## config.mk

```make
export PLATFORM = sky130hd
export DESIGN_NAME = instr_fetch_unit
export DESIGN_NICKNAME = d
export VERILOG_FILES = /design/src/rtl/instr_fetch_unit.sv
export SDC_FILE = /design/constraint.sdc
export NUM_CORES = 1
export LEC_CHECK = 0
export CAP_MARGIN = 5
export CELL_PAD_IN_SITES_DETAIL_PLACEMENT = 1
export CELL_PAD_IN_SITES_GLOBAL_PLACEMENT = 1
export CORE_AREA = 2 2 63 65
export DETAILED_ROUTE_END_ITERATION = 6
export DIE_AREA = 0 0 65 67
export PLACE_DENSITY = 0.9
export SLEW_MARGIN = 20
export SYNTH_ARGS = -nofsm -noshare
export SYNTH_HDL_FRONTEND = slang
export SYNTH_SLANG_ARGS = --single-unit
```

## constraint.sdc

```tcl
create_clock -name clk -period 3.8 [get_ports clk]
set_input_delay 0.76 -clock clk [delete_from_list [all_inputs] [get_ports clk]]
set_output_delay 0.76 -clock clk [all_outputs]
set_load 0.005 [all_outputs]
```

## src/rtl/instr_fetch_unit.sv

```systemverilog
// Program-counter / fetch sequencer for a combinational program ROM.
// Unconditional jumps are resolved here and are never presented. All other
// instructions reach execute through a one-entry valid/ready register.
// Execute can override the PC with a redirect, which also flushes that register.
module instr_fetch_unit #(
    parameter int                ADDR_W     = 4,
    parameter int                INST_W     = 16,
    parameter logic [3:0]        JMP_OPCODE = 4'b1000,
    parameter logic [ADDR_W-1:0] RESET_PC   = '0
) (
    input  logic              clk,
    input  logic              rst_n,
    input  logic              en,
    output logic [ADDR_W-1:0] rom_addr,
    input  logic [INST_W-1:0] rom_inst,
    output logic              ir_valid,
    input  logic              ir_ready,
    output logic [INST_W-1:0] ir_data,
    output logic [ADDR_W-1:0] ir_pc,
    input  logic              redirect_en,
    input  logic [ADDR_W-1:0] redirect_addr,
    output logic              fetch_busy
);

    typedef enum logic {S_IDLE, S_RUN} state_t;

    state_t              r_state;
    state_t              w_state_nxt;
    logic [ADDR_W-1:0]   r_pc;
    logic [INST_W-1:0]   r_ir_data;
    logic [ADDR_W-1:0]   r_ir_pc;
    logic                r_ir_valid;
    logic                w_advance;
    logic                w_is_jmp;

    // The slot may refill when it is empty or is being drained this edge.
    // A redirect suppresses the fetch so that the new target is fetched first.
    assign w_advance = (r_state == S_RUN) && (!r_ir_valid || ir_ready) && !redirect_en;
    assign w_is_jmp  = (rom_inst[INST_W-1 -: 4] == JMP_OPCODE);

    assign rom_addr   = r_pc;
    assign ir_valid   = r_ir_valid;
    assign ir_data    = r_ir_data;
    assign ir_pc      = r_ir_pc;
    assign fetch_busy = (r_state == S_RUN);

    // State register.
    always_ff @(posedge clk or negedge rst_n) begin
        if (!rst_n) r_state <= S_IDLE;
        else        r_state <= w_state_nxt;
    end

    // Next state follows en. A redirect leaves the state untouched.
    always_comb begin
        w_state_nxt = r_state;
        if (!redirect_en) w_state_nxt = en ? S_RUN : S_IDLE;
    end

    // PC and instruction register. Priority is redirect, then fetch, then drain.
    always_ff @(posedge clk or negedge rst_n) begin
        if (!rst_n) begin
            r_pc       <= RESET_PC;
            r_ir_valid <= 1'b0;
            r_ir_data  <= '0;
            r_ir_pc    <= '0;
        end else if (redirect_en) begin
            r_pc       <= redirect_addr;
            r_ir_valid <= 1'b0;
        end else if (w_advance) begin
            if (w_is_jmp) begin
                // The jump is absorbed here. The slot was drained or empty, so it costs one bubble.
                r_pc       <= rom_inst[ADDR_W-1:0];
                r_ir_valid <= 1'b0;
            end else begin
                r_ir_data  <= rom_inst;
                r_ir_pc    <= r_pc;
                r_ir_valid <= 1'b1;
                r_pc       <= r_pc + 1'b1;
            end
        end else if (r_ir_valid && ir_ready) begin
            r_ir_valid <= 1'b0;
        end
    end

endmodule

```

Word level (Yosys, flattened, before mapping)
Index checks and enable logic that the tools add are counted.

Bits in registers: 26. Input bits: 25. Output and inout bits: 26.

$add $sub $neg: 1. Equality and inequality tests: 1. Mux-type cells: 8. Bitwise logic cells: 2. Reductions and logical operators: 9.

Operators by type and width (number): $mux W4 (3); $mux W1 (5); $add A4 B1 Y4 const B (1); $eq A4 B4 Y1 const B (1); $logic_and A1 B1 Y1 (3); $reduce_and A3 Y1 (1); $reduce_bool A3 Y1 (1); $logic_not A1 Y1 (2); $not A1 Y1 (2); $reduce_bool A2 Y1 (1); $logic_or A1 B1 Y1 (1).

Logic depth before layout (Yosys ltp)
Gate-level depths: netlist of run 1.

Word-level depth: 6. Mapped depth: 4. Mapped depth without buffers: 4.

Worst setup path after synthesis of run 1
OpenSTA, ideal clock, no wires.

Path type: input to register. From: input port redirect_en. To: register r_ir_data[0] (netlist: ir_data[0]). Library setup time: 0.125 ns. Data arrival time: 1.845 ns. Path slack: 1.830 ns. Stages on the path: 4. Buffers on the path: 2. Cell sequence: clkbuf_1 > nor4_2 > buf_6 > mux2_4.

Cells in the longest elaborated chain, start to end: 3. Elaborated cells on any way between the ends: 4. Classes of those cells: bitwise: 1; reduce/logical: 3.

RTL lines: start: declaration (line 20) `input logic redirect_en,`; $logic_not A1 Y1; $logic_and A1 B1 Y1 (line 38) `assign w_advance = (r_state == S_RUN) && (!r_ir_valid || ir_ready) && !redirect_en;`; $reduce_and A3 Y1 (no source line) (*); end signal: assignment (line 75) `r_ir_data <= rom_inst;`; end: declaration (line 30) `logic [INST_W-1:0] r_ir_data;`.

Every way passes the cells marked *; elsewhere a longest branch is shown, timed or not. A chain may end at the register's enable or synchronous reset.

Worst setup path in the final report of run 1
From: input port rom_inst[13]. To: register r_ir_data[8] (netlist: ir_data[8]).

Cells in the longest elaborated chain, start to end: 3.

RTL lines: start: declaration (line 15) `input logic [INST_W-1:0] rom_inst,`; $eq A4 B4 Y1 (line 39) `assign w_is_jmp = (rom_inst[INST_W-1 -: 4] == JMP_OPCODE);`; $not A1 Y1 (no source line); $reduce_and A3 Y1 (no source line).

No other way between the ends.

==> metrics list, run 1 <==
* Crit start category: primary input
* Max-Cap Viols: 0
* Max frequency: 401.6 MHz
- Count of port buffers added during placement: 50
- Starting Density: 34.04%
* Vias after detailed routing: between 800 and 900
- The cell sitting at the root of the clock tree is a sky130_fd_sc_hd__clkbuf_8.
- Dividing total power by cell area gives a power density of 473.6 nW/um2.
- Setup skew after layout: 0.002141 ns
- Power share of the sequential group: 44.7%
- For the finished layout, the period the worst path requires is 2.490 ns.
* Clock insertion delay at the later pin of the skew report: 0.27 ns
- # Post-CTS Setup Buffers: 0
* Post-synthesis simple-gate area fraction: 7.034%
* Largest net degree at the start of global routing: 27
* WL met3: ~190 um
- The floorplan step defined a core boundary enclosing around 3600 um2.
* Die extent in y: 67 um
- At the placement stage, the worst setup path has a slack of 1.020 ns.
- Type of the most critical hold path: in2async
- Setup repair after global routing missed its margin: false
- The detailed router put a total of approximately 1300 um of wire on met1.
- The final max-slew violation count is 0.
- The number of placed instances, taps included, is about 180.
* Number of nets in the layout: between 150 and 200
* Post-synthesis instance area: between 1000 and 1500 um2
- The post-route netlist has 21.80% of its cells at a drive strength greater than 1.
- Total number of yosys warnings: 0
- Crit Path Category: in2reg
- Highest fanout seen on the critical path: 18
* Peak supply drop: 0.1523 mV
- Result of the run: finished, final reports clean
- Top-Level Pins: 51
- Data arrival time of the critical path: 2.65 ns
- Pre-antenna DRT Iters: 4
- The floorplan has 22 rows.
* Internal power: 0.0006499 W
* Worst hold slack after final layout: 0.4910 ns
- Htree depth: 1
- The floorplan step set the die width to 65 um.
- Net switching is 24.92% of the power.
- The detail route stage leaves a number of antenna-violating nets equal to 0.
- Compared with the post-synthesis result, the final layout area differs by 48.93%.
- Dominant delay contributor by cell family on the critical path: simple AND/OR/NAND/NOR gates
* Final worst-path setup slack: ~1.3 ns
- Per report_power, the clock group accounts for between 20% and 30% of the total.
- In the routed design, unresolved DRC markers number 0.
- Vias in the first global route: roughly 940
- Wires add up to between 2000 and 3000 um.
- Once detailed placement completed, the half-perimeter wirelength came to 2238 um.
- P_leak: 0.7754 nW
- Clock tree from TritonCTS: built
* Synthesized flop and latch total: 26
- Setup violations remaining at the end of the flow were counted as 0.
- Number of hold-slack violations in the final timing report: 0
- Number of inserted diodes: 0
* Xor-xnor portion of the synthesized cell area: 0%
- After clock tree synthesis, the clock-pin slew on the worst setup and hold paths is roughly 0.090 ns.
- For the pin with the worst max-slew slack, the measured transition is 0.6598 ns.
- After Yosys synthesis, full adders, half adders and majority gates account for 1.019% of the synthesized area.
* WL/cell: 16.57 um
- After synthesis, flip-flops and latches occupy 53.01% of the total area.
- For this design the total switching power over the nets is 0.0002157 W.
- In the global route stage, overall resource usage came out at 14.59%.
- Portion of netlist area occupied by mux cells: 30.28%
* Cell count after synthesis: 81
- After synthesis, the largest family of logic cells by area is multiplexers.
- The clock drives 26 sinks.
- RePlAce Congestion: 0.7955
* Fraction of the cycle the final worst path needs: between 60% and 70%
* Combinational Power Share: between 30% and 40%
* Congestion Overflow GR: 0
* Via density per instance: 4.901
- The first global-routing pass estimated 4733 um of wire.
- Number of hold buffers added after cts: 0
- In this run, the number of DRC markers left after iteration 0 of detailed routing was 22.
- The synthesized netlist devotes roughly 5.6% of its cell area to compound gates.
- For this run, the slowest stage of the critical path takes 0.67 ns.
- Maximum number of buffers from clock root to sink: 2
* Mapped Nets: 107
* Top layer reached by signal wires: met4
* Worst Setup End Kind: flop
- On the critical path, the stage with the largest delay is an instance of sky130_fd_sc_hd__nor4b_4.
* Worst path buffer plus inverter count: 2
- The number of clock buffers added by TritonCTS is 3.
- Initial antenna violation count: 0
- After the flow finishes, the layout carries non-filler instances totaling 181.
- Cell variety after synth: 24
- Setup TNS: 0 ns
- The die covers ~4400 um2.
* Post-cts sizing count: 0
- After layout, the design draws a total of a little under 0.0009 W.
- A synthesized cell averages approximately 15 um2.
- Critical path data required time: 3.96 ns
* Worst-path cell chain: clkdlybuf4s50_1 -> nor4b_4 -> nor4_4 -> buf_4 -> mux2_4
- Length of routed met2 wiring: 1502 um
- Normalized max-slew margin: 55.83%
power groups by stage:
stage          Sequential [W]  Clock [W]  Combinational (W)
2_1_floorplan        0.000388          0           0.000122
3_3_place_gp         0.000387          0           0.000300
3_5_place_dp         0.000392          0           0.000307
4_1_cts              0.000388   0.000184           0.000308
5_1_grt              0.000395   0.000196           0.000327
6_report             0.000387   0.000177           0.000302
registers in the layout, summed over array words and instances, names as in the netlist:
signal / count
rom_addr: 4
ir_valid: 1
ir_data: 16
fetch_busy: 1
ir_pc: 4
Yosys cell counts:
master                      instances  share of area, %
sky130_fd_sc_hd__mux2_4            20                24
sky130_fd_sc_hd__nor2_1             1              0.31
sky130_fd_sc_hd__inv_1              3              0.92
sky130_fd_sc_hd__o221ai_1           1              0.71
sky130_fd_sc_hd__o211ai_1           2               1.2
sky130_fd_sc_hd__o2111ai_1          2               1.4
sky130_fd_sc_hd__nand3_1            1              0.41
sky130_fd_sc_hd__nor2b_1            1              0.51
sky130_fd_sc_hd__nor4b_4            1               1.9
sky130_fd_sc_hd__dfrtp_1           26                53
sky130_fd_sc_hd__clkbuf_1           1              0.31
sky130_fd_sc_hd__o21a_1             1              0.61
sky130_fd_sc_hd__a22oi_1            2               1.2
sky130_fd_sc_hd__mux2_2             1              0.92
sky130_fd_sc_hd__o21ai_0            1              0.41
sky130_fd_sc_hd__mux2i_1            6               4.9
sky130_fd_sc_hd__nand2_1            3              0.92
sky130_fd_sc_hd__ha_1               1               1.0
sky130_fd_sc_hd__nand2b_1           1              0.51
sky130_fd_sc_hd__nand4_1            1              0.51
sky130_fd_sc_hd__nor3_1             1              0.41
sky130_fd_sc_hd__buf_6              2               1.8
sky130_fd_sc_hd__and3_1             1              0.51
sky130_fd_sc_hd__nor4_2             1               1.0
metal layers:
layer / global-route usage, % / up-vias
li1: - / 400
met1: 18.29 / 449
met2: 24.87 / 36
met3: 2.703 / 2
met4: 5.585 / 0
met5: 0 / -
worst register-to-register path, delay by kind of cell, from the launching register on:
kind / cells / cell delay, ns
multiplexers: 1 / 0.35
buffers and inverters: 2 / 0.54
flip-flops: 1 / 0.44
AND/OR/NAND/NOR: 1 / 0.40
cell usage in the layout (no fill, tap or decap):
cell                              count
sky130_fd_sc_hd__o21a_1               1
sky130_fd_sc_hd__o21ai_0              1
sky130_fd_sc_hd__o211ai_1             2
sky130_fd_sc_hd__nand2_1              3
sky130_fd_sc_hd__inv_1                3
sky130_fd_sc_hd__buf_4                1
sky130_fd_sc_hd__mux2_2               1
sky130_fd_sc_hd__o2111ai_1            2
sky130_fd_sc_hd__nand3_1              1
sky130_fd_sc_hd__a22oi_1              2
sky130_fd_sc_hd__clkdlybuf4s50_1     49
sky130_fd_sc_hd__mux2i_1              6
sky130_fd_sc_hd__nor4_4               1
sky130_fd_sc_hd__nand2b_1             1
sky130_fd_sc_hd__nor4b_4              1
sky130_fd_sc_hd__dfrtp_1             26
sky130_fd_sc_hd__ha_1                 1
sky130_fd_sc_hd__nand4_1              1
sky130_fd_sc_hd__nor3_1               1
sky130_fd_sc_hd__buf_2                1
sky130_fd_sc_hd__nor2b_1              1
sky130_fd_sc_hd__clkbuf_8             4
sky130_fd_sc_hd__and3_1               1
sky130_fd_sc_hd__mux2_4              20
sky130_fd_sc_hd__o221ai_1             1
sky130_fd_sc_hd__nor2_1               1
logic make-up (layout without fill, tap and decap cells):
| group | Yosys count | after routing |
|---|---|---|
| buffers and inverters | 6 | 58 |
| multiplexers | 27 | 27 |
| flip-flops | 26 | 26 |
| AND/OR/NAND/NOR | 12 | 12 |
| AO/OA/AOI/OAI | 9 | 9 |
| adder cells (fa/ha/maj) | 1 | 1 |
final cells by class:
cell class	count	area, um2
fillers	376	1778
clock buffers	4	55.05
well taps	48	60.06
repair buffers	51	503.0
multi-input cells	49	548.0
inverters	3	11.26
flip-flops and latches	26	650.6
through the flow:
stage / util [%] / instance area, um2
finish: 50.69 / 1828
global route: 50.69 / 1828
CTS: 50.83 / 1833
detailed placement: 49.31 / 1778
global placement: 49.31 / 1778
floorplan: - / 1227
worst paths after layout:
kind,cells after the start,start,end,slack (ns)
max in group asynchronous,1,rst_n,fetch_busy,2.92
worst max register to register,4,fetch_busy,ir_data[8],1.97
worst max-delay path,5,rom_inst[13],ir_data[8],1.31
min in group clk,1,ir_pc[3],ir_pc[3],0.52
worst min-delay path,1,rst_n,rom_addr[3],0.49
worst min register to register,1,ir_pc[3],ir_pc[3],0.52
No activity file was read; power rests on OpenSTA's default activity.
==> run 2, diff against run 1 <==
Settings changed: CORE_AREA 2 2 63 65 to 2 2 64 66, DIE_AREA 0 0 65 67 to 0 0 66 68, PLACE_DENSITY 0.9 to 0.88.
Clock period 3.8 ns to 2.3 ns, I/O delays scaled along.
==> metrics list, run 2 (synthesis gave the netlist of run 1 again) <==
- Pre-antenna DRT Iters: 2 (-2)
- The final worst slack came to 0.5123 ns (-0.7979 ns).
- The total vias in the final route was 884 (-0.34%).
- The source-to-sink clock delay at the later pin of the worst-skew pair was 0.27 ns (about the same).
- The leakage power of the design was 0.8025 nW (+3.5%).
- Number of nets in the layout: 164 (+2.5%)
* Setup repair after global routing missed its margin: false
- The number of rows in the core area is 23 (+4.5%).
- Wire length of the first global-routing pass: 4698 um (-0.74%)
- Highest fanout seen on the critical path: 12 (-6)
* Number of hold buffers added after cts: 0 (unchanged)
- The layout filler cell count came to 409 (+8.8%).
- The clock-pin slew of the registers on the worst-case setup and hold paths came to 0.09 ns (about the same).
- Number of setup violations in the final report: 0 (unchanged)
- The startpoint identified for the worst hold timing path is ir_data[7].
- The count of buffering cells on the critical path with inverters included is 2 (unchanged).
- Area growth from synthesis to layout: 53.31%
* Congestion Overflow GR: 0 (unchanged)
* Starting Density: 31.83% (-2.2 points)
- The number of levels the H-tree was split into is 1 (unchanged).
- The final routed wire length divided by cell count came to 15.39 um (-7.1%).
- STA classifies the critical path startpoint as a primary input.
- Initial detailed-routing violation count: 22 (unchanged)
- Data arrival time of the critical path: 1.94 ns (-0.71 ns)
* Overall routed net length: 2878 um (-4.0%)
* Full die area: 4488 um2 (+3.1%)
- On the critical path the largest part of the delay comes from buffers and inverters.
* Worst hold slack after final layout: 0.5211 ns (+0.03013 ns)
* Worst-path cell chain: clkdlybuf4s50_1 -> nor4b_4 -> nor4_4 -> buf_4 -> mux2_4
* Post-cts sizing count: 0 (unchanged)
- Result of the run: finished, final reports clean
- The total negative setup slack was 0 ns (unchanged).
* Number of inserted diodes: 0 (unchanged)
- The power density over the cells came to 800.6 nW/um2 (+69%).
- The max capacitance violation total is 0 (unchanged).
- Number of clock buffers inserted by TritonCTS: 3 (unchanged)
- The via count of the first global-routing pass is 934 (-0.74%).
* Normalized max-slew margin: 73.84% (+18 points)
- Fraction of the cycle the final worst path needs: 77.73%
- The number of port buffers is 50 (unchanged).
* Max Slew Vio Count: 0 (unchanged)
* Register-to-Register Setup Slack: 0.67 ns (-1.30 ns)
* Type of the most critical hold path: reg2reg
* Via density per instance: 4.727 (-3.5%)
* Setup skew after layout: 0.009123 ns (+0.006982 ns)
* Core area: 3856 um2 (+6.9%)
- The transition time at the pin with the least slew margin came to 0.3917 ns (-0.2681 ns).
- The utilization of the core after routing came to 48.80% (-1.9 points).
- Initial antenna violation count: 0 (unchanged)
- Cells on Worst Hold Path: 1
- Overall fraction of global-route tracks in use: 13.81% (-0.78 points)
* Most frequent standard cell in the layout excluding fill and tap cells: sky130_fd_sc_hd__clkdlybuf4s50_1
- The number of failing hold endpoints at the final stage is 0 (unchanged).
- The setup path with the least slack is of type in2reg.
- Timing would allow up to roughly 560 MHz.
- The number of remaining DRC errors was 0 (unchanged).
* Launching point of the worst reg2reg path: fetch_busy
* Worst slack at placement: 0.2286 ns (-0.7914 ns)
- The top cell types in the final layout, fill and taps aside, are sky130_fd_sc_hd__clkdlybuf4s50_1, sky130_fd_sc_hd__dfrtp_1, sky130_fd_sc_hd__mux2_4, sky130_fd_sc_hd__mux2i_1, sky130_fd_sc_hd__buf_4.
- Antenna-violating nets left: 0 (unchanged)
- Clock Sink Count: 26 (unchanged)
- HPWL Detailed: 2269 um (+1.4%)
* Slowest stage cell on the critical path: sky130_fd_sc_hd__clkdlybuf4s50_1
* Fraction of final layout cells sized beyond drive strength 1: 23.36% (+1.6 points)
- Worst Setup End Kind: flop
- Max reg flops: 16 (unchanged)
* Reg2reg path depth: 4 (unchanged)
- Min Tclk post-route: 1.788 ns
- The area used by sequential logic in the layout is 650.6 um2 (unchanged).
* Maximum number of buffers from clock root to sink: 2 (unchanged)
- The peak per-stage delay on the critical path was 0.54 ns (-0.13 ns).
- Peak supply drop: 0.2884 mV (+89%)
- TritonCTS built the clock tree.
* Largest net degree at the start of global routing: 27 (unchanged)
- Multi-input combinational cell area: 548.0 um2 (unchanged)
* RePlAce Congestion: 0.7660 (-3.7%)
- The required time at the worst-slack endpoint came to 2.45 ns (-1.51 ns).
- In this run the clock root is driven by a sky130_fd_sc_hd__clkbuf_8.
* End of the worst register-to-register path: ir_data[13]
* Die extent in x: 66 um (+1.5%)
- The vertical extent of the die came to 68 um (+1.5%).
- The post-CTS setup buffer count came to 0 (unchanged).
- Top-Level Pins: 51 (unchanged)
- The path with the worst hold slack has its endpoint at ir_data[7].
-- run 2: routing by layer --
layer | track usage, % | part of all wire, % | up-vias
li1 | - | - | 408
met1 | 17.49 | 43 | 438
met2 | 23.86 | 49 | 36
met3 | 3.125 | 7.0 | 2
met4 | 3.827 | 0.80 | 0
met5 | 0 | 0 | -
-- run 2: worst reg2reg max path, cell delays in order, from the launching register on --
cell	delay (ns)
sky130_fd_sc_hd__dfrtp_1	0.43
sky130_fd_sc_hd__inv_1	0.14
sky130_fd_sc_hd__nor4_4	0.31
sky130_fd_sc_hd__buf_4	0.30
sky130_fd_sc_hd__mux2_4	0.33
-- run 2: per-stage QoR --
step	instances	power (W)	area, um2
floorplan	81	0.0008435	1227
global placement	183	0.001136	1810
detailed placement	183	0.001153	1810
CTS	187	0.001527	1882
global route	187	0.001593	1882
finish	187	0.001507	1882
-- run 2: power breakdown --
part | internal, W | switching (W)
Clock | 0.000233 | 0.000136
Combinational | 0.000365 | 0.000137
Sequential | 0.000562 | 0.0000739
Total | 0.00116 | 0.000348
-- run 2: final cells by class --
type,instances,area share (%)
repair buffers,55,28.59
inverters,3,0.5984
clock inverters,1,1.596
multi-input cells,49,29.12
flip-flops and latches,26,34.57
well taps,50,3.324
clock buffers,3,2.194
-- run 2: worst max-delay path by stage --
stage | from | end | slack (ns) | cells after the start
2_1_floorplan | redirect_en | ir_data[0] | 0.63 | 4
3_3_place_gp | rom_inst[13] | ir_data[15] | 0.29 | 5
3_5_place_dp | rom_inst[12] | ir_data[12] | 0.23 | 5
4_1_cts | rom_inst[12] | ir_data[13] | 0.49 | 5
5_1_grt | rom_inst[12] | ir_data[12] | 0.42 | 5
6_report | rom_inst[12] | ir_data[13] | 0.51 | 5
